===== config.mk =====
export PLATFORM = sky130hd
export DESIGN_NAME = pc_fetch_ctrl
export DESIGN_NICKNAME = d
export VERILOG_FILES = /design/src/rtl/pc_ctrl_pkg.sv /design/src/rtl/pc_next_mux.sv /design/src/rtl/pc_fetch_ctrl.sv
export SDC_FILE = /design/constraint.sdc
export NUM_CORES = 1
export LEC_CHECK = 0
export ABC_CLOCK_PERIOD_IN_PS = 2800
export BUFFER_PORTS_ARGS = -buffer_cell sky130_fd_sc_hd__buf_2
export CORE_ASPECT_RATIO = 0.5
export CORE_MARGIN = 2
export CORE_UTILIZATION = 40
export DETAILED_ROUTE_END_ITERATION = 8
export PLACE_DENSITY_LB_ADDON = 0.05
export SLEW_MARGIN = 20
export SYNTH_ARGS = -nofsm -noshare
export SYNTH_HDL_FRONTEND = slang
export SYNTH_HIERARCHICAL = 1
export SYNTH_SLANG_ARGS = --single-unit
export TNS_END_PERCENT = 100

===== constraint.sdc =====
create_clock -name clk -period 2.8 [get_ports clk]
set_input_delay 0.14 -clock clk [delete_from_list [all_inputs] [get_ports clk]]
set_output_delay 0.14 -clock clk [all_outputs]
set_load 0.05 [all_outputs]

===== src/rtl/pc_ctrl_pkg.sv =====
// Shared types and constants for the fetch controller: FSM states,
// instruction length, default vectors and next-pc source encoding.
package pc_ctrl_pkg;

  typedef enum logic [1:0] {
    ST_REQ,
    ST_WAIT,
    ST_HOLD,
    ST_DROP
  } fetch_state_e;

  localparam int ILEN_BYTES = 4;

  localparam logic [31:0] DEF_RESET_VEC = 32'h0000_0000;
  localparam logic [31:0] DEF_TRAP_VEC  = 32'h0000_0100;

  // Next-pc source, listed lowest to highest priority.
  typedef enum logic [2:0] {
    EV_NONE,
    EV_ADVANCE,
    EV_REDIRECT,
    EV_MISALIGN,
    EV_MRET,
    EV_TRAP
  } pc_event_e;

endpackage


===== src/rtl/pc_next_mux.sv =====
// Priority select of the next pc and the exception-pc write.
// trap > mret > redirect (misaligned redirect becomes a trap) > advance.
module pc_next_mux
  import pc_ctrl_pkg::*;
#(
  parameter int              XLEN     = 32,
  parameter logic [XLEN-1:0] TRAP_VEC = XLEN'(DEF_TRAP_VEC)
) (
  input  logic            trap,
  input  logic            mret,
  input  logic            redirect,
  input  logic [XLEN-1:0] redirect_pc,
  input  logic            advance,
  input  logic            in_hold,
  input  logic [XLEN-1:0] pc,
  input  logic [XLEN-1:0] epc,
  input  logic [XLEN-1:0] if_pc,
  output logic [XLEN-1:0] pc_nxt,
  output logic            pc_we,
  output logic [XLEN-1:0] epc_nxt,
  output logic            epc_we,
  output logic            misalign,
  output logic            event_taken
);

  pc_event_e sel;

  // Resolve which source owns the pc this cycle.
  always_comb begin
    sel = EV_NONE;
    if (trap)                          sel = EV_TRAP;
    else if (mret)                     sel = EV_MRET;
    else if (redirect && (redirect_pc[1:0] != 2'b00)) sel = EV_MISALIGN;
    else if (redirect)                 sel = EV_REDIRECT;
    else if (advance)                  sel = EV_ADVANCE;
  end

  // Drive the pc / epc update for the selected source.
  always_comb begin
    pc_nxt  = pc;
    pc_we   = 1'b0;
    epc_nxt = epc;
    epc_we  = 1'b0;
    case (sel)
      EV_TRAP: begin
        pc_nxt  = TRAP_VEC;
        pc_we   = 1'b1;
        // A held instruction is the one that faulted; otherwise the fetch pc.
        epc_nxt = in_hold ? if_pc : pc;
        epc_we  = 1'b1;
      end
      EV_MRET: begin
        pc_nxt = epc;
        pc_we  = 1'b1;
      end
      EV_MISALIGN: begin
        pc_nxt  = TRAP_VEC;
        pc_we   = 1'b1;
        epc_nxt = pc;
        epc_we  = 1'b1;
      end
      EV_REDIRECT: begin
        pc_nxt = redirect_pc;
        pc_we  = 1'b1;
      end
      EV_ADVANCE: begin
        pc_nxt = pc + XLEN'(ILEN_BYTES);
        pc_we  = 1'b1;
      end
      default: ;
    endcase
  end

  assign misalign    = (sel == EV_MISALIGN);
  assign event_taken = trap | mret | redirect;

endmodule


===== src/rtl/pc_fetch_ctrl.sv =====
// Program-counter sequencer: one outstanding imem request, holds the
// fetched word for decode, applies trap/mret/redirect with stale-response drop.
module pc_fetch_ctrl
  import pc_ctrl_pkg::*;
#(
  parameter int              XLEN      = 32,
  parameter logic [XLEN-1:0] RESET_VEC = XLEN'(DEF_RESET_VEC),
  parameter logic [XLEN-1:0] TRAP_VEC  = XLEN'(DEF_TRAP_VEC)
) (
  input  logic            clk,
  input  logic            rst,
  output logic            imem_req_valid,
  output logic [XLEN-1:0] imem_req_addr,
  input  logic            imem_req_ready,
  input  logic            imem_rsp_valid,
  input  logic [31:0]     imem_rsp_data,
  output logic            if_valid,
  output logic [XLEN-1:0] if_pc,
  output logic [31:0]     if_instr,
  input  logic            if_ready,
  input  logic            redirect_valid,
  input  logic [XLEN-1:0] redirect_pc,
  input  logic            trap_req,
  input  logic            mret,
  output logic [XLEN-1:0] epc_o,
  output logic            misalign_err
);

  fetch_state_e    state;
  logic [XLEN-1:0] pc;
  logic [XLEN-1:0] pc_nxt;
  logic [XLEN-1:0] epc_nxt;
  logic            pc_we;
  logic            epc_we;
  logic            mis_taken;
  logic            ev;
  logic            req_acc;

  assign imem_req_addr = pc;
  // imem_req_valid is low for the first cycle after reset, so gate acceptance on it.
  assign req_acc       = imem_req_valid & imem_req_ready;

  pc_next_mux #(
    .XLEN     (XLEN),
    .TRAP_VEC (TRAP_VEC)
  ) u_next_mux (
    .trap        (trap_req),
    .mret        (mret),
    .redirect    (redirect_valid),
    .redirect_pc (redirect_pc),
    .advance     ((state == ST_HOLD) && if_ready),
    .in_hold     (state == ST_HOLD),
    .pc          (pc),
    .epc         (epc_o),
    .if_pc       (if_pc),
    .pc_nxt      (pc_nxt),
    .pc_we       (pc_we),
    .epc_nxt     (epc_nxt),
    .epc_we      (epc_we),
    .misalign    (mis_taken),
    .event_taken (ev)
  );

  // Fetch FSM with registered request/decode valids and pc/epc state.
  always_ff @(posedge clk or negedge rst) begin
    if (!rst) begin
      state          <= ST_REQ;
      pc             <= RESET_VEC;
      epc_o          <= '0;
      imem_req_valid <= 1'b0;
      if_valid       <= 1'b0;
      if_pc          <= '0;
      if_instr       <= '0;
      misalign_err   <= 1'b0;
    end else begin
      misalign_err <= mis_taken;
      if (pc_we)  pc    <= pc_nxt;
      if (epc_we) epc_o <= epc_nxt;
      case (state)
        ST_REQ: begin
          if (req_acc) begin
            // An event alongside acceptance makes the accepted fetch stale.
            state          <= ev ? ST_DROP : ST_WAIT;
            imem_req_valid <= 1'b0;
          end else begin
            imem_req_valid <= 1'b1;
          end
        end
        ST_WAIT: begin
          if (imem_rsp_valid) begin
            if (ev) begin
              state          <= ST_REQ;
              imem_req_valid <= 1'b1;
            end else begin
              state    <= ST_HOLD;
              if_valid <= 1'b1;
              if_instr <= imem_rsp_data;
              if_pc    <= pc;
            end
          end else if (ev) begin
            state <= ST_DROP;
          end
        end
        ST_HOLD: begin
          if (ev || if_ready) begin
            state          <= ST_REQ;
            if_valid       <= 1'b0;
            imem_req_valid <= 1'b1;
          end
        end
        ST_DROP: begin
          if (imem_rsp_valid) begin
            state          <= ST_REQ;
            imem_req_valid <= 1'b1;
          end
        end
        default: state <= ST_REQ;
      endcase
    end
  end

endmodule

* After elaboration in Yosys (flattened, before gate mapping)
Index checks and enable logic that the tools add are counted.
** Storage, ports and cells
- Bits in registers :: 133
- Input bits :: 72
- Logic and storage cells :: 72
** Cells by class
- Add/subtract/negate cells :: 1
- Eq/ne operators :: 15
- Muxes and demuxes :: 28
- Bitwise gates (word level) :: 4
- Reduce and logical (&&, ||, !) cells :: 16
** Operators by type and width (number)
- 32-bit case mux with 4 select lines :: 1
- 32-bit case mux with 2 select lines :: 1
- 32-bit by 3-bit adder with 32-bit output (second input constant) :: 1
- 32-bit 2-to-1 mux :: 1
- 2-bit 2-to-1 mux :: 7
- 3-bit 2-to-1 mux :: 4
- 2-bit inequality test (second input constant) :: 6
- 4-bit AND reduction :: 3
- 1-bit 2-to-1 mux :: 11
- 2-bit case mux with 4 select lines :: 1
- 3-bit by 2-bit == test with 1-bit output (second input constant) :: 2
- 3-bit == test (second input constant) :: 2
- 2-bit nonzero test :: 3
- 5-bit OR reduction :: 1
- 2-bit == test (second input constant) :: 2
- 1-bit case mux with 4 select lines :: 1
- 2-bit AND reduction :: 2
- 4-bit nonzero test :: 1
- 3-bit by 1-bit == test with 1-bit output (second input constant) :: 1
- 3-bit inequality test (second input constant) :: 1
- 3-bit AND reduction :: 1
- 2-bit by 1-bit == test with 1-bit output (second input constant) :: 1
- 1-bit logical AND :: 2
- 2-bit zero test :: 1
- 6 further kinds :: 7

* Depth between registers and ports, before layout
Gate-level depths: netlist of run 1.
- Depth after elaboration :: 11
- Depth in mapped cells :: 9
- Depth with buffers taken out :: 8

* Cells and area by module
Netlist of run 1, hierarchy kept.
** Modules (own cells, without submodules)
- pc_fetch_ctrl :: instances 1, cells each 293, area an instance 5232.5 sq um, seq. area each 3328.2 sq um
- pc_next_mux :: instances 1, cells each 354, area an instance 2378.5 sq um, seq. area each 0.0 sq um

* Worst setup path after synthesis of run 1
No wires, ideal clock.
- Path type :: register to register
- Start :: register pc[7], in the netlist imem_req_addr[7]
- End :: register pc[29], in the netlist imem_req_addr[29]
- Setup time :: 0.125 ns
- Data arrival time :: 2.263 ns
- Data required time :: 2.675 ns
- Setup slack :: 0.413 ns
- Cell stages (with the launch flop) :: 8
- Clock period less this slack :: 2.387 ns
- Cell sequence :: dfrtp_1 -> buf_2 -> nand4_1 -> nor4_4 -> and2_1 -> a21oi_1 -> o221a_2 -> mux2_2
** On the way
- Longest elaborated chain between the ends :: 2
** RTL lines
- start, declared :: RTL line pc_fetch_ctrl.sv:30 : logic [XLEN-1:0] pc;
- start signal, assigned :: RTL line pc_fetch_ctrl.sv:77 : if (pc_we) pc <= pc_nxt;
- 32-bit by 3-bit adder with 32-bit output :: RTL line pc_next_mux.sv:67 : pc_nxt = pc + XLEN'(ILEN_BYTES);
- 32-bit case mux with 4 select lines :: RTL line pc_next_mux.sv:44 : case (sel)
- via pc_nxt[29] :: RTL line pc_fetch_ctrl.sv:31 : logic [XLEN-1:0] pc_nxt;
The timed path passes the listed nets, and every way through them passes these cells.
A chain may end at the register's enable or synchronous reset.

* Worst setup path in the final report of run 1
- Start :: register pc[2], in the netlist imem_req_addr[2]
- End :: register pc[10], in the netlist imem_req_addr[10]
The elaborated chain is that of the path after synthesis.

==> results of run 1 <==
## layer usage
layer,part of all wire [%],routed length (um),up-vias,global-route usage (%)
li1,-,-,2962,-
met1,49,11500,3219,34.0
met2,44,10400,220,36.9
met3,6.1,1430,14,5.33
met4,0.58,136,0,4.88
met5,0,0,-,0
## stage by stage
step | worst slack, ns | instances | utilization (%) | hold slack [ns]
after global routing | 0.225 | 1154 | 53.0 | 0.0241
final | 0.442 | 1154 | 53.0 | 0.0266
after global placement | 0.501 | 1094 | 48.3 | 0.152
after detailed placement | 0.472 | 1094 | 48.3 | 0.146
after CTS | 0.439 | 1154 | 53.0 | 0.00454
after floorplan | 0.413 | 647 | - | -0.156
## how the worst max path moves through the flow
stage,start,slack [ns],endpoint,cells after the start
floorplan,imem_req_addr[7],0.41,imem_req_addr[29],7
global placement,imem_req_addr[10],0.50,imem_req_addr[17],6
detailed placement,state[1],0.47,imem_req_addr[29],7
CTS,state[1],0.44,imem_req_addr[29],7
global route,imem_req_addr[2],0.22,imem_req_addr[20],7
finish,imem_req_addr[2],0.44,imem_req_addr[10],7
## cell type report
type,instances,area (um^2),area share [%]
Tap cell,259,324,3.30
Sequential cell,133,3330,33.9
Inverter,46,173,1.76
Clock buffer,23,488,4.97
Timing Repair Buffer,268,1650,16.8
Clock inverter,4,50.0,0.510
Multi-Input combinational cell,421,3800,38.8
## cells in the final DEF (no fill, tap or decap), types with 6 or more instances in the layout
| master | netlist | final |
|---|---|---|
| buf_2 | 17 | 201 |
| dfrtp_1 | 133 | 133 |
| mux2_2 | 97 | 97 |
| mux2_4 | 49 | 49 |
| inv_1 | 44 | 44 |
| a222oi_1 | 35 | 35 |
| dlygate4sd3_1 | 0 | 33 |
| buf_4 | 1 | 29 |
| a21oi_1 | 27 | 27 |
| o21ai_0 | 25 | 25 |
| nand2_1 | 24 | 24 |
| nor2_1 | 19 | 17 |
| clkbuf_16 | 0 | 17 |
| nand3_1 | 13 | 13 |
| a2bb2oi_1 | 10 | 10 |
| a221o_1 | 9 | 9 |
| and2_1 | 7 | 7 |
| a221oi_1 | 7 | 7 |
| a22oi_1 | 6 | 6 |
| and4_1 | 6 | 6 |
| nand4_1 | 6 | 6 |
| and3_1 | 6 | 6 |
## worst reg2reg max path, stage by stage (launching register included)
cell	delay (ns)
dfrtp_1	0.47
ha_1	0.26
and4_1	0.41
and2_1	0.32
a21oi_1	0.11
a222oi_1	0.29
nor2_1	0.08
mux2_1	0.29
## kinds of logic (layout without fill, tap and decap cells)
kind of cell | Yosys count | count (layout) | synth area share [%]
muxes | 150 | 150 | 24.6
buffers and inverters | 93 | 341 | 6.48
DFF | 133 | 133 | 43.7
AOI/OAI and AO/OA | 162 | 162 | 16.8
adders and majority gates | 1 | 1 | 0.164
xor gates and xnor gates | 4 | 4 | 0.460
and+or+nand+nor | 104 | 104 | 7.78
## registers in the layout, summed over array words and instances, names as in the netlist
register,flops
if_pc,32
imem_req_valid,1
state,2
misalign_err,1
epc_o,32
if_instr,32
imem_req_addr,32
if_valid,1
## where the power goes
group	switching [W]	internal, W
sequential	0.000236	0.00221
clock	0.000821	0.00129
combinational	0.00165	0.000826
total	0.00270	0.00433
==> impl_metrics.prom, run 1 <==
# TYPE chip_impl_metric gauge
chip_impl_metric{name="synth.yosys.seq_area_share",unit="%"} 43.7
chip_impl_info{name="regToRegStartpoint",value="imem_req_addr[2]"} 1
chip_impl_metric{name="post_cts.resized_instances",unit=""} 0
chip_impl_metric{name="worst_skew_pair.late_latency",unit="ns"} 0.42
chip_impl_metric{name="wl",unit="um"} 23500
chip_impl_metric{name="vias_in_the_first_global_route",unit=""} 6363
chip_impl_metric{name="diodes",unit=""} 0
chip_impl_metric{name="syn_to_final_growth",unit="%"} 28.9
chip_impl_metric{name="cts_sinks",unit=""} 133
chip_impl_metric{name="timing.final.crit_period",unit="ns"} 2.36
chip_impl_metric{name="synth-seq-cells",unit=""} 133
chip_impl_metric{name="async_reset_ff_share",unit="%"} 100
chip_impl_info{name="synthTopCellsByCount",value="dfrtp_1, mux2_2, mux2_4, inv_1, a222oi_1"} 1
chip_impl_metric{name="post_cts_hold_buffer_count",unit=""} 33
chip_impl_metric{name="hold_violations",unit=""} 0
chip_impl_metric{name="detailroute.via_count",unit=""} 6415
chip_impl_metric{name="syn_inst",unit=""} 647
chip_impl_metric{name="p_leak",unit="nW"} 5.08
chip_impl_metric{name="synth.net_count",unit=""} 720
chip_impl_metric{name="core.rowCount",unit=""} 35
chip_impl_info{name="ys_top_cells_by_area",value="dfrtp_1, mux2_2, mux2_4"} 1
chip_impl_metric{name="core_area",unit="mm^2"} 0.0185
chip_impl_metric{name="fill_cells",unit=""} 1648
chip_impl_metric{name="drtIter0Drc",unit=""} 549
chip_impl_metric{name="yosys.area.top_type_share",unit="%"} 43.7
chip_impl_info{name="worst_setup_path_end_kind",value="flip-flop"} 1
chip_impl_metric{name="vdd.ir_drop.worst",unit="mV"} 0.438
chip_impl_info{name="ctsRootBufferMaster",value="clkbuf_16"} 1
chip_impl_metric{name="worstMarginPinSlew",unit="ns"} 0.643
chip_impl_metric{name="finalSetupViolCount",unit=""} 0
chip_impl_metric{name="max_freq",unit="MHz"} 424
chip_impl_info{name="post-synth-top-count-cell",value="dfrtp_1"} 1
chip_impl_metric{name="floorplan.die.width",unit="um"} 199
chip_impl_metric{name="path_clk_slew",unit="ns"} 0.06
chip_impl_info{name="hold_path.startpoint",value="imem_req_ready"} 1
chip_impl_info{name="criticalPathCategory",value="flip-flop to flip-flop"} 1
chip_impl_metric{name="place.port_buffers",unit=""} 202
chip_impl_metric{name="crit_required",unit="ns"} 3.09
chip_impl_info{name="outcome",value="completed"} 1
chip_impl_metric{name="worstHoldPathCells",unit=""} 3
chip_impl_metric{name="initial_utilization",unit="%"} 41.1
chip_impl_info{name="synth_top_area_cell",value="dfrtp_1"} 1
chip_impl_metric{name="slew_headroom",unit="%"} 56.7
chip_impl_metric{name="route.detailed.wl_per_inst",unit="um"} 20.3
chip_impl_metric{name="skew",unit="ns"} 0.0105
chip_impl_metric{name="maxCapViolCount",unit=""} 0
chip_impl_metric{name="track_usage",unit="%"} 23.7
chip_impl_info{name="grt_setup_unrepaired",value="no"} 1
chip_impl_metric{name="post_drt_via_cell_ratio",unit=""} 5.56
chip_impl_info{name="hold_path_end",value="state[0]"} 1
chip_impl_metric{name="timing.critical_path.fanout_max",unit=""} 9
chip_impl_info{name="r2r_end",value="imem_req_addr[10]"} 1
chip_impl_metric{name="post_route_cells_drive_above_1_share",unit="%"} 48.0
chip_impl_metric{name="final.setup.tns",unit="ns"} 0
chip_impl_metric{name="cts_made_buffers",unit=""} 17
chip_impl_metric{name="timing.critical_path.slowest_cell_delay",unit="ns"} 0.47
chip_impl_metric{name="drt.antenna.violating_nets",unit=""} 0
chip_impl_metric{name="htreeDepth",unit=""} 4
chip_impl_metric{name="post_cts_buffers",unit=""} 0
chip_impl_metric{name="synth.yosys.warnings",unit=""} 6
chip_impl_info{name="cts_tree",value="yes"} 1
chip_impl_metric{name="crit_arrival",unit="ns"} 2.65
chip_impl_info{name="critPathTopFamily",value="simple AND/OR/NAND/NOR gates"} 1
chip_impl_metric{name="number_of_antenna_violations_at_the_first_check_in_global_routing",unit=""} 0
chip_impl_metric{name="path_buf_inv",unit=""} 0
chip_impl_metric{name="grt_max_degree",unit=""} 53
chip_impl_metric{name="netlist_area_pre_place",unit="mm^2"} 0.00761
chip_impl_metric{name="detailed_place_hpwl",unit="um"} 16100
chip_impl_metric{name="report.power.total",unit="W"} 0.00703
chip_impl_metric{name="finalInstanceArea",unit="mm^2"} 0.00981
chip_impl_metric{name="post_synth_num_cell_types",unit=""} 71
chip_impl_metric{name="rr_worst_depth",unit=""} 7
chip_impl_info{name="crit_slowest_cell",value="dfrtp_1"} 1
chip_impl_info{name="worstSetupStartpointType",value="flip-flop"} 1
chip_impl_metric{name="final_max_slew_viol_count",unit=""} 0
chip_impl_metric{name="clock_tree.buffer_depth",unit=""} 2
chip_impl_info{name="timing.critical_path.cells",value="ha_1, and4_1, and2_1, a21oi_1, a222oi_1, nor2_1, mux2_1"} 1
chip_impl_metric{name="final_nets",unit=""} 960
chip_impl_metric{name="ios",unit=""} 203
chip_impl_metric{name="post_dp_cell_area",unit="mm^2"} 0.00894
chip_impl_metric{name="globalRoute.totalOverflow",unit=""} 0
chip_impl_metric{name="design.die.area",unit="mm^2"} 0.0202
chip_impl_metric{name="synth_edf_count",unit=""} 0
chip_impl_metric{name="synth_area_per_cell",unit="um^2"} 11.8
chip_impl_metric{name="drt_pre_antenna_iters",unit=""} 6
chip_impl_metric{name="fp.dieH",unit="um"} 102
chip_impl_metric{name="post-route-period-util",unit="%"} 84.2
chip_impl_metric{name="p_per_area",unit="mW/mm^2"} 717
chip_impl_metric{name="drt_drc_violations_left",unit=""} 0
chip_impl_info{name="ys.flop_type",value="dfrtp_1"} 1
chip_impl_metric{name="flop2flop_setup_slack",unit="ns"} 0.44
chip_impl_metric{name="wire_length_of_the_first_global_routing_pass",unit="um"} 36500
chip_impl_metric{name="gp_congestion",unit=""} 0.802
chip_impl_info{name="hold_path_class",value="input pin to flip-flop"} 1
Power figures use the tool's default switching activity.
==> inputs of run 2 (changes only) <==
--- a/config.mk
+++ b/config.mk
@@ -5,7 +5,7 @@
 export SDC_FILE = /design/constraint.sdc
 export NUM_CORES = 1
 export LEC_CHECK = 0
-export ABC_CLOCK_PERIOD_IN_PS = 2800
+export ABC_CLOCK_PERIOD_IN_PS = 2500
 export BUFFER_PORTS_ARGS = -buffer_cell sky130_fd_sc_hd__buf_2
 export CORE_ASPECT_RATIO = 0.5
 export CORE_MARGIN = 2
==> constraint.sdc (replaced) <==
create_clock -name clk -period 2.5 [get_ports clk]
set_input_delay 0.125 -clock clk [delete_from_list [all_inputs] [get_ports clk]]
set_output_delay 0.125 -clock clk [all_outputs]
set_load 0.05 [all_outputs]
==> run 2 against run 1 <==
Worst setup slack worse by 0.23 ns. Maximum frequency up 3.1%. Wire length down 1.9%. Power up 16%. Combinational power up 15%. Clock skew down 0.0015 ns. Global-route usage down 0.69 points. Non-clock buffer count up 17. Highest routed layer is now met5. Cell count up 1.8%. Clock-buffer cell count down 1.
==> impl_metrics.prom, run 2 (synthesized netlist as in run 1, its figures left out) <==
# TYPE chip_impl_metric gauge
chip_impl_metric{name="post_cts_buffers",unit=""} 0
chip_impl_info{name="cts_tree",value="yes"} 1
chip_impl_metric{name="number_of_antenna_violations_at_the_first_check_in_global_routing",unit=""} 1
chip_impl_metric{name="drtIter0Drc",unit=""} 404
chip_impl_metric{name="crit_arrival",unit="ns"} 2.60
chip_impl_info{name="outcome",value="completed"} 1
chip_impl_metric{name="final.setup.tns",unit="ns"} 0
chip_impl_info{name="hold_path_class",value="input pin to flip-flop"} 1
chip_impl_metric{name="wire_length_of_the_first_global_routing_pass",unit="um"} 35500
chip_impl_metric{name="diodes",unit=""} 0
chip_impl_info{name="final_cell_mix",value="buf_2, dfrtp_1, mux2_2, mux2_4, inv_1"} 1
chip_impl_metric{name="initial_utilization",unit="%"} 41.1
chip_impl_info{name="final_common_cell",value="buf_2"} 1
chip_impl_metric{name="p_leak",unit="nW"} 5.22
chip_impl_metric{name="worstMarginPinSlew",unit="ns"} 0.523
chip_impl_metric{name="wl",unit="um"} 23000
chip_impl_metric{name="finalInstanceArea",unit="mm^2"} 0.0101
chip_impl_metric{name="skew",unit="ns"} 0.00903
chip_impl_metric{name="fp.dieH",unit="um"} 102
chip_impl_metric{name="place.port_buffers",unit=""} 202
chip_impl_metric{name="htreeDepth",unit=""} 4
chip_impl_metric{name="worst_skew_pair.late_latency",unit="ns"} 0.43
chip_impl_metric{name="post-route-period-util",unit="%"} 91.5
chip_impl_metric{name="worstHoldPathCells",unit=""} 3
chip_impl_metric{name="gp_congestion",unit=""} 0.817
chip_impl_info{name="criticalPathCategory",value="flip-flop to flip-flop"} 1
chip_impl_metric{name="p_per_area",unit="mW/mm^2"} 811
chip_impl_metric{name="timing.final.crit_period",unit="ns"} 2.29
chip_impl_metric{name="grt_max_degree",unit=""} 48
chip_impl_info{name="ctsRootBufferMaster",value="clkbuf_16"} 1
chip_impl_metric{name="core.rowCount",unit=""} 35
chip_impl_metric{name="syn_to_final_growth",unit="%"} 32.2
chip_impl_metric{name="post_cts.resized_instances",unit=""} 0
chip_impl_metric{name="cts_made_buffers",unit=""} 17
chip_impl_metric{name="finalSetupViolCount",unit=""} 0
chip_impl_metric{name="post_route_cells_drive_above_1_share",unit="%"} 49.2
chip_impl_metric{name="track_usage",unit="%"} 23.0
chip_impl_metric{name="post_cts_hold_buffer_count",unit=""} 34
chip_impl_metric{name="design.die.area",unit="mm^2"} 0.0202
chip_impl_metric{name="detailroute.via_count",unit=""} 6499
chip_impl_metric{name="final.hold.worst_slack",unit="ns"} 0.0377
chip_impl_metric{name="cts_sinks",unit=""} 133
chip_impl_metric{name="max_freq",unit="MHz"} 437
chip_impl_metric{name="vias_in_the_first_global_route",unit=""} 6247
chip_impl_info{name="worst_setup_path_end_kind",value="flip-flop"} 1
chip_impl_metric{name="maxCapViolCount",unit=""} 0
chip_impl_metric{name="hold_violations",unit=""} 0
chip_impl_metric{name="drt_drc_violations_left",unit=""} 0
chip_impl_metric{name="post_drt_via_cell_ratio",unit=""} 5.53
chip_impl_metric{name="timing.critical_path.fanout_max",unit=""} 10
chip_impl_metric{name="globalRoute.totalOverflow",unit=""} 0
chip_impl_info{name="worstSetupStartpointType",value="flip-flop"} 1
chip_impl_metric{name="drt_pre_antenna_iters",unit=""} 6
chip_impl_metric{name="route.detailed.wl_per_inst",unit="um"} 19.6
chip_impl_metric{name="flop2flop_setup_slack",unit="ns"} 0.21
chip_impl_info{name="grt_setup_unrepaired",value="no"} 1
chip_impl_metric{name="crit_required",unit="ns"} 2.82
chip_impl_metric{name="ios",unit=""} 203
chip_impl_metric{name="rr_worst_depth",unit=""} 10
chip_impl_metric{name="path_clk_slew",unit="ns"} 0.06
chip_impl_metric{name="vdd.ir_drop.worst",unit="mV"} 0.550
chip_impl_metric{name="slew_headroom",unit="%"} 65.1
chip_impl_metric{name="post_dp_cell_area",unit="mm^2"} 0.00911
chip_impl_metric{name="drt.antenna.violating_nets",unit=""} 0
chip_impl_metric{name="detailed_place_hpwl",unit="um"} 16100
chip_impl_metric{name="final_max_slew_viol_count",unit=""} 0
chip_impl_metric{name="floorplan.die.width",unit="um"} 199
chip_impl_metric{name="final_nets",unit=""} 977
chip_impl_metric{name="core_area",unit="mm^2"} 0.0185
chip_impl_metric{name="clock_tree.buffer_depth",unit=""} 2
run 2: cell types whose count changed in the layout (fill, tap and decap cells not counted), sizes merged:
cell and delta:
buf +16, bufinv +2, clkbuf -1, clkinv +3
dlygate4sd3 +1
run 2: final timing paths:
check / startpoint / end
setup / recovery: state[1] / imem_req_addr[6]
hold / removal: imem_rsp_valid / state[0]
setup reg to reg: state[1] / imem_req_addr[6]
hold reg to reg: if_valid / if_valid
max in group asynchronous: rst / if_instr[31]
min in group asynchronous: rst / if_pc[24]
run 2: report_power, final:
part,internal (W),switching [W],total (W)
registers,0.00248,0.000245,0.00272
clock network,0.00166,0.000946,0.00261
logic,0.000973,0.00186,0.00283
total,0.00511,0.00305,0.00816
run 2: cell type report:
type / count / area (um^2)
clock buffer: 22 / 484
fill: 1637 / 8460
timing repair buffer: 285 / 1830
sequential: 133 / 3330
clock inverter: 9 / 125
tap: 259 / 324
inverter: 46 / 173
multi-input combinational: 421 / 3800
run 2: routing by layer:
layer	GRT usage [%]	routed length (um)	vias to the layer above
met2	33.7	9810	225
li1	-	-	2993
met5	0	17	-
met4	5.80	283	2
met3	6.96	1610	27
met1	33.1	11300	3252
run 2: worst max-delay path: stages, from the launching register on:
cell	delay [ns]
dfrtp_1	0.45
nor2b_4	0.21
and2_1	0.20
buf_4	0.20
nor2_1	0.05
a21oi_1	0.17
buf_4	0.17
a21oi_1	0.06
a222oi_1	0.29
nor2_1	0.09
mux2_2	0.27
run 2: through the flow:
step                      util [%]  cells  setup WS [ns]  total power, W
after global routing          54.3   1175         0.0469         0.00853
final                         54.3   1175          0.212         0.00816
after floorplan                  -    647          0.113         0.00477
after global placement        49.2   1110          0.299         0.00553
after detailed placement      49.2   1110          0.255         0.00555
after CTS                     54.3   1175          0.245         0.00824
==> inputs of run 3 (changes only) <==
--- a/config.mk
+++ b/config.mk
@@ -5,11 +5,12 @@
 export SDC_FILE = /design/constraint.sdc
 export NUM_CORES = 1
 export LEC_CHECK = 0
-export ABC_CLOCK_PERIOD_IN_PS = 2500
+export ABC_AREA = 1
 export BUFFER_PORTS_ARGS = -buffer_cell sky130_fd_sc_hd__buf_2
 export CORE_ASPECT_RATIO = 0.5
 export CORE_MARGIN = 2
 export CORE_UTILIZATION = 40
+export CTS_CLUSTER_DIAMETER = 50
 export DETAILED_ROUTE_END_ITERATION = 8
 export PLACE_DENSITY_LB_ADDON = 0.05
 export SLEW_MARGIN = 20
==> run 3 against run 2 <==
Largest cell class unchanged. Critical path depth fell by 2. Worst setup slack better by 0.11 ns. Clock power is essentially flat. Clock skew grew 0.0024 ns. Global-route usage up 1.2 points. Synthesized cell count increased by 56%. Highest routed layer unchanged. Register-to-register slack better by 0.11 ns. Worst hold slack worse by 0.021 ns. Sequential power rose by 8.1%.
==> impl_metrics.prom, run 3 <==
# TYPE chip_impl_metric gauge
chip_impl_metric{name="portion_of_total_power_attributed_to_the_clock_network",unit="%"} 29.7
chip_impl_metric{name="combinationalPowerShare",unit="%"} 36.7
chip_impl_metric{name="htreeDepth",unit=""} 4
chip_impl_metric{name="yosys.area.top_type_share",unit="%"} 41.8
chip_impl_metric{name="grt_max_degree",unit=""} 66
chip_impl_metric{name="clock_tree.buffer_depth",unit=""} 2
chip_impl_metric{name="crit_arrival",unit="ns"} 2.48
chip_impl_metric{name="synth.net_count",unit=""} 1080
chip_impl_metric{name="post_drt_via_cell_ratio",unit=""} 5.01
chip_impl_metric{name="p_int",unit="W"} 0.00503
chip_impl_metric{name="post-route-period-util",unit="%"} 87.1
chip_impl_metric{name="path_clk_slew",unit="ns"} 0.06
chip_impl_info{name="hold_path_class",value="input pin to flip-flop"} 1
chip_impl_info{name="ys.flop_type",value="dfrtp_1"} 1
chip_impl_metric{name="track_usage",unit="%"} 24.2
chip_impl_metric{name="synth.yosys.seq_area_share",unit="%"} 41.8
chip_impl_metric{name="p_per_area",unit="mW/mm^2"} 873
chip_impl_info{name="final_common_cell",value="nand2_1"} 1
chip_impl_metric{name="drt.antenna.violating_nets",unit=""} 0
chip_impl_metric{name="vias_in_the_first_global_route",unit=""} 7337
chip_impl_metric{name="route.detailed.wl_per_inst",unit="um"} 16.7
chip_impl_metric{name="wire_length_of_the_first_global_routing_pass",unit="um"} 40200
chip_impl_metric{name="report.power.total",unit="W"} 0.00876
chip_impl_metric{name="timing.critical_path.slowest_cell_delay",unit="ns"} 0.54
chip_impl_metric{name="final.setup.worst_slack",unit="ns"} 0.321
chip_impl_metric{name="drt_pre_antenna_iters",unit=""} 5
chip_impl_metric{name="slew_headroom",unit="%"} 52.4
chip_impl_info{name="worstSetupStartpointType",value="flip-flop"} 1
chip_impl_info{name="post-synth-top-count-cell",value="nand2_1"} 1
chip_impl_info{name="ys_top_cells_by_area",value="dfrtp_1, nand2_1, o21ai_2"} 1
chip_impl_metric{name="number_of_antenna_violations_at_the_first_check_in_global_routing",unit=""} 3
chip_impl_metric{name="worstHoldPathCells",unit=""} 4
chip_impl_metric{name="final_nets",unit=""} 1298
chip_impl_metric{name="rr_worst_depth",unit=""} 8
chip_impl_info{name="outcome",value="completed"} 1
chip_impl_metric{name="timing.final.crit_period",unit="ns"} 2.18
chip_impl_metric{name="netlist_area_pre_place",unit="mm^2"} 0.00795
chip_impl_metric{name="detailroute.via_count",unit=""} 7527
chip_impl_metric{name="maxCapViolCount",unit=""} 0
chip_impl_metric{name="post_cts_buffers",unit=""} 0
chip_impl_metric{name="finalSetupViolCount",unit=""} 0
chip_impl_info{name="ctsRootBufferMaster",value="clkbuf_16"} 1
chip_impl_metric{name="worstMarginPinSlew",unit="ns"} 0.714
chip_impl_info{name="regToRegStartpoint",value="state[0]"} 1
chip_impl_metric{name="synth_edf_count",unit=""} 0
chip_impl_info{name="final_cell_mix",value="nand2_1, buf_2, dfrtp_1, inv_1"} 1
chip_impl_metric{name="floorplan.die.width",unit="um"} 203
chip_impl_metric{name="syn_inst",unit=""} 1007
chip_impl_metric{name="gp_congestion",unit=""} 0.837
chip_impl_metric{name="max_freq",unit="MHz"} 459
chip_impl_metric{name="cts_made_buffers",unit=""} 17
chip_impl_metric{name="post_route_cells_drive_above_1_share",unit="%"} 30.1
chip_impl_metric{name="synth_area_per_cell",unit="um^2"} 7.90
chip_impl_metric{name="place.port_buffers",unit=""} 202
chip_impl_info{name="synthTopCellsByCount",value="nand2_1, dfrtp_1, inv_1, nand3_1, o21ai_0"} 1
chip_impl_metric{name="post_cts.resized_instances",unit=""} 0
chip_impl_info{name="timing.critical_path.cells",value="inv_1, nand2_1, inv_2, buf_12, nor2_1, a21oi_1, o221ai_1, mux2_2"} 1
chip_impl_metric{name="fp.dieH",unit="um"} 104
chip_impl_metric{name="globalRoute.totalOverflow",unit=""} 0
chip_impl_metric{name="ios",unit=""} 203
chip_impl_metric{name="synth-seq-cells",unit=""} 133
chip_impl_metric{name="final.setup.tns",unit="ns"} 0
chip_impl_info{name="r2r_end",value="epc_o[14]"} 1
chip_impl_metric{name="async_reset_ff_share",unit="%"} 100
chip_impl_metric{name="detailed_place_hpwl",unit="um"} 17400
chip_impl_metric{name="p_sw",unit="W"} 0.00373
chip_impl_metric{name="hold_violations",unit=""} 0
chip_impl_info{name="hold_path.startpoint",value="imem_req_ready"} 1
chip_impl_info{name="worst_setup_path_end_kind",value="flip-flop"} 1
chip_impl_metric{name="post_cts_hold_buffer_count",unit=""} 33
chip_impl_metric{name="core_area",unit="mm^2"} 0.0195
chip_impl_metric{name="flop2flop_setup_slack",unit="ns"} 0.32
chip_impl_metric{name="crit_required",unit="ns"} 2.80
chip_impl_metric{name="fill_cells",unit=""} 1849
chip_impl_metric{name="initial_utilization",unit="%"} 40.9
chip_impl_metric{name="post_synth_num_cell_types",unit=""} 35
chip_impl_metric{name="drtIter0Drc",unit=""} 505
chip_impl_metric{name="final_max_slew_viol_count",unit=""} 0
chip_impl_info{name="grt_setup_unrepaired",value="no"} 1
chip_impl_metric{name="syn_to_final_growth",unit="%"} 26.2
chip_impl_metric{name="place_worst_setup_slack",unit="ns"} 0.349
chip_impl_info{name="crit_slowest_cell",value="inv_2"} 1
chip_impl_info{name="cts_tree",value="yes"} 1
chip_impl_metric{name="timing.critical_path.fanout_max",unit=""} 38
chip_impl_metric{name="skew",unit="ns"} 0.0114
chip_impl_metric{name="worst_skew_pair.late_latency",unit="ns"} 0.42
chip_impl_metric{name="cts_sinks",unit=""} 133
chip_impl_info{name="criticalPathCategory",value="flip-flop to flip-flop"} 1
chip_impl_metric{name="p_leak",unit="nW"} 4.92
chip_impl_metric{name="wl",unit="um"} 25000
chip_impl_metric{name="seq_power_share",unit="%"} 33.6
chip_impl_metric{name="vdd.ir_drop.worst",unit="mV"} 0.603
chip_impl_metric{name="core.rowCount",unit=""} 36
chip_impl_metric{name="design.die.area",unit="mm^2"} 0.0211
chip_impl_metric{name="synth.yosys.warnings",unit=""} 6
chip_impl_metric{name="diodes",unit=""} 0
chip_impl_metric{name="power.share.switching",unit="%"} 42.6
chip_impl_metric{name="drt_drc_violations_left",unit=""} 0
chip_impl_info{name="synth_top_area_cell",value="dfrtp_1"} 1
chip_impl_info{name="hold_path_end",value="imem_req_valid"} 1
run 3: cell types whose count changed in the layout (fill, tap and decap cells not counted), moves of 11 or more:
cell / previous run / this run
nand2_1: 24 / 281
inv_1: 44 / 115
mux2_2: 97 / 30
o21ai_2: 0 / 56
nand3_1: 13 / 67
mux2_4: 49 / 0
nor2_1: 17 / 66
o21ai_0: 25 / 67
a222oi_1: 35 / 0
buf_4: 41 / 12
o221ai_1: 0 / 17
nand4_1: 6 / 18
mux2i_1: 0 / 11
run 3: power groups by stage:
| stage | clock, W | combinational [W] | sequential [W] |
|---|---|---|---|
| 5_1_grt | 0.00277 | 0.00345 | 0.00300 |
| 6_report | 0.00260 | 0.00322 | 0.00294 |
| 3_3_place_gp | 0 | 0.00316 | 0.00295 |
| 2_1_floorplan | 0 | 0.00101 | 0.00428 |
| 4_1_cts | 0.00265 | 0.00323 | 0.00294 |
| 3_5_place_dp | 0 | 0.00319 | 0.00296 |
run 3: kinds of logic after synthesis:
family,after synthesis,synth area share (%)
simple gates,465,25.2
flops,133,41.8
xor+xnor,1,0.110
compound gates,189,16.2
mux,43,5.91
fa+ha+maj,1,0.157
buf+inv,175,10.6
run 3: metal layers:
metal | wire length [um] | up-vias | global-route usage [%]
li1 | - | 3739 | -
met1 | 12300 | 3531 | 34.9
met2 | 10500 | 231 | 36.3
met3 | 2000 | 20 | 6.77
met4 | 180 | 6 | 4.95
met5 | 34 | - | 0
run 3: how the worst max path moves through the flow:
stage / startpoint / slack [ns] / to / cells past startpoint
after global routing: state[0] / 0.12 / epc_o[30] / 7
after CTS: state[0] / 0.33 / epc_o[14] / 8
after floorplan: imem_req_addr[3] / 0.51 / imem_req_addr[26] / 10
final: state[0] / 0.32 / epc_o[14] / 8
after global placement: state[0] / 0.40 / epc_o[16] / 8
after detailed placement: state[0] / 0.35 / epc_o[14] / 8
run 3: cell type report:
| class | instances | area [um^2] | share of cell area [%] |
|---|---|---|---|
| Multi-Input combinational cell | 699 | 3790 | 37.8 |
| Sequential cell | 133 | 3330 | 33.2 |
| Timing Repair Buffer | 251 | 1520 | 15.1 |
| Clock buffer | 21 | 470 | 4.69 |
| Inverter | 123 | 468 | 4.66 |
| Tap cell | 266 | 333 | 3.32 |
| Clock inverter | 9 | 128 | 1.27 |
run 3: critical path, delay by kind of cell (launching register included):
family | cells | cell delay [ns]
buffers and inverters | 3 | 0.91
flip-flops | 1 | 0.46
multiplexers | 1 | 0.28
AO/OA/AOI/OAI | 2 | 0.24
AND/OR/NAND/NOR | 2 | 0.15
run 3: metrics by stage:
step | cell area (um^2) | utilization, % | instances | hold slack (ns)
2_1_floorplan | 7950 | - | 1007 | -0.171
3_3_place_gp | 9110 | 46.8 | 1439 | 0.103
3_5_place_dp | 9110 | 46.8 | 1439 | 0.105
4_1_cts | 10000 | 51.6 | 1502 | 0.000222
5_1_grt | 10000 | 51.6 | 1502 | 0.0460
6_report | 10000 | 51.6 | 1502 | 0.0164
